### src/rtl/tcp_tx_arbiter.sv
// tcp_tx_arbiter: round-robin scheduler sharing the SiTCP TCP TX byte port
// between NCH first-word-fall-through source FIFOs. Each grant carries a
// burst of up to BURST_LEN bytes, gated by TCP_OPEN_ACK and TCP_TX_FULL.
// Optional macro TCP_TX_ARB_HDR_EN: emit a one-byte header {4'hA,2'b00,src}
// before each burst.
module tcp_tx_arbiter #(
    parameter int          NCH       = 2,
    parameter logic [15:0] BURST_LEN = 16'd256
) (
    input  logic             CLK,
    input  logic             SYS_RSTn,
    input  logic             TCP_OPEN_ACK,
    input  logic             TCP_TX_FULL,
    output logic             TCP_TX_WR,
    output logic [7:0]       TCP_TX_DATA,
    input  logic [NCH-1:0]   REQ_VALID,
    input  logic [8*NCH-1:0] REQ_DATA,
    output logic [NCH-1:0]   REQ_RD,
    output logic [NCH-1:0]   GRANT,
    output logic             BUSY
);

`ifdef TCP_TX_ARB_HDR_EN
    typedef enum logic [1:0] {S_IDLE, S_HDR, S_BURST} state_t;
`else
    typedef enum logic [1:0] {S_IDLE, S_BURST} state_t;
`endif

    localparam int unsigned N = NCH;

    state_t         state_q;
    logic [1:0]     gidx_q;
    logic [1:0]     last_q;
    logic [NCH-1:0] grant_q;
    logic [15:0]    count_q;
    logic           wr_q;
    logic [7:0]     data_q;

    logic           any_valid;
    logic [1:0]     pick;
    logic [NCH-1:0] pick_onehot;
    logic           valid_g;
    logic [7:0]     data_g;
    logic           pop;
    logic           burst_done;
    logic           burst_exit;

    // Round-robin pick: first valid source after last_q in ascending modular order
    always_comb begin
        pick      = '0;
        any_valid = 1'b0;
        for (int unsigned k = 1; k <= N; k++) begin
            for (int unsigned i = 0; i < N; i++) begin
                if (!any_valid && REQ_VALID[i] && (((32'(last_q) + k) % N) == i)) begin
                    pick      = 2'(i);
                    any_valid = 1'b1;
                end
            end
        end
        for (int unsigned i = 0; i < N; i++) begin
            pick_onehot[i] = (pick == 2'(i));
        end
    end

    // Head-of-FIFO mux for the granted source, pop strobe and exit conditions
    always_comb begin
        valid_g = 1'b0;
        data_g  = '0;
        for (int unsigned i = 0; i < N; i++) begin
            if (gidx_q == 2'(i)) begin
                valid_g = REQ_VALID[i];
                data_g  = REQ_DATA[8*i +: 8];
            end
        end
        // SYS_RSTn gates the pop so a reset cycle never drains a byte that is then dropped
        pop        = (state_q == S_BURST) && valid_g && !TCP_TX_FULL && TCP_OPEN_ACK && SYS_RSTn;
        burst_done = pop && (count_q == (BURST_LEN - 16'd1));
        burst_exit = burst_done || !valid_g || !TCP_OPEN_ACK;
        for (int unsigned i = 0; i < N; i++) begin
            REQ_RD[i] = pop && (gidx_q == 2'(i));
        end
    end

    // Scheduler FSM with registered write strobe, data, grant and burst count
    always_ff @(posedge CLK) begin
        if (!SYS_RSTn) begin
            state_q <= S_IDLE;
            wr_q    <= 1'b0;
            data_q  <= '0;
            grant_q <= '0;
            gidx_q  <= '0;
            last_q  <= 2'(NCH - 1);
            count_q <= '0;
        end else begin
            case (state_q)
                S_IDLE: begin
                    wr_q <= 1'b0;
                    if (TCP_OPEN_ACK && any_valid) begin
                        gidx_q  <= pick;
                        grant_q <= pick_onehot;
                        count_q <= '0;
`ifdef TCP_TX_ARB_HDR_EN
                        state_q <= S_HDR;
`else
                        state_q <= S_BURST;
`endif
                    end
                end
`ifdef TCP_TX_ARB_HDR_EN
                S_HDR: begin
                    if (!TCP_OPEN_ACK) begin
                        wr_q    <= 1'b0;
                        last_q  <= gidx_q;
                        grant_q <= '0;
                        state_q <= S_IDLE;
                    end else if (!TCP_TX_FULL) begin
                        wr_q    <= 1'b1;
                        data_q  <= {4'hA, 2'b00, gidx_q};
                        state_q <= S_BURST;
                    end else begin
                        wr_q <= 1'b0;
                    end
                end
`endif
                S_BURST: begin
                    wr_q <= pop;
                    if (pop) begin
                        data_q <= data_g;
                    end
                    count_q <= count_q + 16'(pop);
                    if (burst_exit) begin
                        last_q  <= gidx_q;
                        grant_q <= '0;
                        state_q <= S_IDLE;
                    end
                end
                default: begin
                    wr_q    <= 1'b0;
                    grant_q <= '0;
                    state_q <= S_IDLE;
                end
            endcase
        end
    end

    assign TCP_TX_WR   = wr_q;
    assign TCP_TX_DATA = data_q;
    assign GRANT       = grant_q;
    assign BUSY        = (state_q != S_IDLE);

endmodule
### config.mk
export PLATFORM = sky130hd
export DESIGN_NAME = tcp_tx_arbiter
export DESIGN_NICKNAME = d
export VERILOG_FILES = /design/src/rtl/tcp_tx_arbiter.sv
export SDC_FILE = /design/constraint.sdc
export NUM_CORES = 1
export LEC_CHECK = 0
export ABC_AREA = 1
export BUFFER_PORTS_ARGS = -buffer_cell sky130_fd_sc_hd__buf_4
export CAP_MARGIN = 20
export CORE_ASPECT_RATIO = 1.2
export CORE_MARGIN = 8
export CORE_UTILIZATION = 50
export DETAILED_ROUTE_END_ITERATION = 12
export GPL_ROUTABILITY_DRIVEN = 0
export PLACE_DENSITY = 0.75
export SLEW_MARGIN = 20
export SYNTH_ARGS = -nofsm -noshare
export SYNTH_HDL_FRONTEND = slang
export SYNTH_SLANG_ARGS = --single-unit
### constraint.sdc
create_clock -name CLK -period 3.33 [get_ports CLK]
set_input_delay 0.999 -clock CLK [delete_from_list [all_inputs] [get_ports CLK]]
set_output_delay 0.999 -clock CLK [all_outputs]
set_load 0.05 [all_outputs]
# After elaboration in Yosys (flattened, before gate mapping)
# Index checks and enable logic that the tools add are counted.
[word_totals]
input_bits = 22
regBits = 32
elab_cells = 70
output_inout_bits = 14
[classes]
mux = 18
n_reduce_logical = 36
addsub = 3
eq_ne = 6
[op_table]
columns = ["op", "count"]
rows = [
  ["32-bit logical NOT", 2],
  ["16-bit case mux with 2 select lines", 1],
  ["16-bit by 1-bit adder with 16-bit output", 1],
  ["16-bit by 8-bit == test with 1-bit output (second input constant)", 1],
  ["16-bit 2-to-1 mux", 1],
  ["8-bit 2-to-1 mux", 2],
  ["1-bit logical AND", 15],
  ["2-bit AND reduction", 6],
  ["2-bit 2-to-1 mux", 5],
  ["2-bit case mux with 2 select lines", 2],
  ["1-bit 2-to-1 mux", 7],
  ["2-bit by 1-bit == test with 1-bit output (second input constant)", 3],
  ["1-bit logical NOT", 6],
  ["2-bit logical NOT", 3],
  ["2-bit inequality test (second input constant)", 2],
  ["2-bit nonzero test", 2],
  ["1-bit adder (second input constant)", 2],
  ["1-bit logical OR", 2],
]

# Depth between registers and ports, before layout
[depth]
depth_word = 19
mapped_depth = 15

# Worst setup path after synthesis
# No wires, ideal clock.
[synth_path]
kind = "in2out"
start = "in SYS_RSTn"
end = "out REQ_RD[0]"
slack_ps = 58
t_arrival_ps = 2273
stages = 6
required_ps = 2331
path_cell_list = "buf_2 > inv_1 > nor3_2 > nand2_1 > buf_2 > nor2_1"
[synth_between]
elab_chain_len = 2
[synth_rtl]
columns = ["element", "line_no", "rtl"]
rows = [
  ["from (decl)", "11", "input logic SYS_RSTn,"],
  ["1-bit logical AND", "76", "pop = (state_q == S_BURST) && valid_g && !TCP_TX_FULL && TCP_OPEN_ACK && SYS_RSTn;"],
  ["1-bit logical AND", "80", "REQ_RD[i] = pop && (gidx_q == 2'(i));"],
  ["to (decl)", "18", "output logic [NCH-1:0] REQ_RD,"],
]
# No other way between the ends.

# Worst setup path in the final report
[layout_path]
start = "in SYS_RSTn"
end = "out REQ_RD[1]"
# The elaborated chain is that of the path after synthesis.

==> results.cfg <==
[outcome]
status = finished, final reports clean

[die]
die_h_um = 77.5
initial_core_util = 0.521
core_area_um2 = 3030
die-area_um2 = 5210
std_cell_rows = 22
ios = 36
chipWidth_um = 67.3

[worst_setup_path]
critPathBufInv = 3
crit_type = input port to output port
cp_cell_sequence = buf_4 -> inv_1 -> nor3_2 -> nand2_1 -> nor2_1 -> buf_4
cp.required_ps = 2330
cp_top_family = buffers and inverters
end_kind = output port
r2r_end = count_q[13]
setup.worst_path.start_class = input port
cp_slowest_stage_delay_ps = 210
path_common_cell = buf_4
crit_slowest_cell = buf_4
critPathMaxFanout = 9
rrSetupSlack_ps = 950
rr_worst_depth = 16
reg2reg_from = gidx_q[0]
critPathArrivalTime_ps = 1780

[global_routing]
antenna_found_initial = 0
grtUsageTotal = 0.154
first_global_vias = 1480
grt-ovfl-total = 0
grt_max_degree = 20
grt_pass1_wl_mm = 6.42

[placement]
port_buffers = 35
hpwl_mm = 2.79

[power_and_ir_drop]
powerDensity_nw_per_um2 = 346
ir_worst_vdd_mv = 0.344
leakagePower_nw = 0.921
power_mw = 0.664

[routing]
wl_met1_mm = 1.62
dr.max_layer_used = met4
vias = 1458
vias_per_cell = 4.89
postRouteAntennaNets = 0
drtPass1Iterations = 4
drt_iter0_drc = 61
wl_per_cell_um = 11.9
dr_wl_met3_um = 239
drc = 0
dr_wl_met2_mm = 1.63
routed_wl_mm = 3.56

[cts]
cts_resized = 0
clk_pin_slew_ps = 90
clockBufferDepth = 2
post_cts_buffers = 0
hold_buffers = 0
clkSinkCount = 30
cts_tree = yes
ctsHtreeMaxLevel = 2
clk_latency_ps = 320
cts_root_buffer = clkbuf_4
numCtsBuffers = 5

[synth]
syn_area_um2 = 1580
synth_area_leaders = dfxtp_1 (38%), nand2_1 (18%), a21oi_1 (5.4%)
synth.top_cell.area_share = 0.381
ys_warn_count = 0
syn_area_per_cell_um2 = 7.07
yosys_register_bits = 30
synth_fp_nets = 247
synthCells = 223
yosysTopAreaCell = dfxtp_1
seq_area_frac_synth = 0.381
yosys.cell_types.count = 30

[job]
cap_violations = 0

[worst_hold_path]
hold_path_end = TCP_TX_DATA[3]
hold_path.class = register to register
hold_path.startpoint = TCP_TX_DATA[3]
hold_path_depth = 2

[cells_and_area]
layout_common_cells = nand2_1 (76), buf_4 (39), dfxtp_1 (30)
final_net_count = 286
area_delta_synth_final_pct = 21.7
final_common_cell = nand2_1
antennaDiodeCount = 0
num-fill-cells = 302
layout-drive-gt1-share = 0.282

[timing]
relSlewSlack = 0.778
finClkSkew_ps = 5.04
max_slew.worst_pin.slew_ps = 331
rsz0062_at_grt = no
drv_slew = 0
clock.fmax_mhz = 359
setup_viol = 0
finalCritPeriodShare = 0.836
hold_viol_final = 0
finalSetupTns_ps = 0
min_period_ps = 2780
[registers in the layout, indices dropped and copies added (netlist names)]
register,count
TCP_TX_DATA,8
gidx_q,1
GRANT,2
state_q,1
TCP_TX_WR,1
count_q,16
last_q,1
[area by class of cell]
class,instances,area [um2],share of cell area
Inverter,23,86.3,0.0450
Timing Repair Buffer,39,293,0.153
Sequential cell,30,601,0.313
Tap cell,36,45.0,0.0235
Multi-Input combinational cell,163,850,0.443
Clock buffer,7,45.0,0.0235
[worst max-delay path by stage]
stage	to	slack, ps	cells after the start	from
4_1_cts	REQ_RD[1]	540	6	SYS_RSTn
5_1_grt	REQ_RD[1]	440	6	SYS_RSTn
2_1_floorplan	REQ_RD[0]	60	6	SYS_RSTn
3_3_place_gp	count_q[15]	490	16	REQ_VALID[0]
3_5_place_dp	count_q[15]	430	16	SYS_RSTn
6_report	REQ_RD[1]	550	6	SYS_RSTn
[tightest hold or removal path, stage by stage, from the launching register on]
cell and delay (ps):
dfxtp_1 320, nand2_1 60, a21oi_1 50
[kinds of logic (layout without fill, tap and decap cells)]
group                    Yosys count  in the layout  share of synthesized area
buffers and inverters             30             69                     0.0802
XOR/XNOR                           1              1                    0.00556
adder cells (fa/ha/maj)            2              2                     0.0159
AND/OR/NAND/NOR                  126            126                      0.388
AO/OA/AOI/OAI                     34             34                      0.129
flip-flops                        30             30                      0.381
[where the power goes]
group	switching, mW	leakage (nW)	total, mW	internal, mW
combinational	0.0594	0.653	0.0970	0.0376
sequential	0.00364	0.243	0.368	0.365
clock	0.119	0.0254	0.198	0.0795
total	0.182	0.921	0.664	0.482
[per-stage QoR]
stage | worst slack, ps | hold slack, ps | std cells | instance area (um2) | utilization
floorplan | 58.1 | 441 | 223 | 1580 | -
finish | 546 | 468 | 298 | 1920 | 0.634
global route | 440 | 488 | 298 | 1920 | 0.634
CTS | 543 | 468 | 298 | 1920 | 0.634
detailed placement | 434 | 454 | 291 | 1870 | 0.619
global placement | 492 | 453 | 291 | 1870 | 0.619
[synth_stat cells, drive strengths merged]
cell type and count:
a211oi 5, a21boi 1, a21oi 17, a22oi 2
buf 7, clkinv 1, dfxtp 30, ha 2
inv 22, nand2 85, nand3 8, nand4 1
nor2 26, nor3 6, o21a 1, o21ai 6
o22ai 1, o31ai 1, xor2 1
[per-layer routing]
| layer | up-vias | track usage |
|---|---|---|
| li1 | 780 | - |
| met1 | 627 | 0.178 |
| met2 | 46 | 0.240 |
| met3 | 5 | 0.0632 |
| met4 | 0 | 0.0734 |
| met5 | - | 0 |
Note: power is estimated with default switching activity, not from simulation.
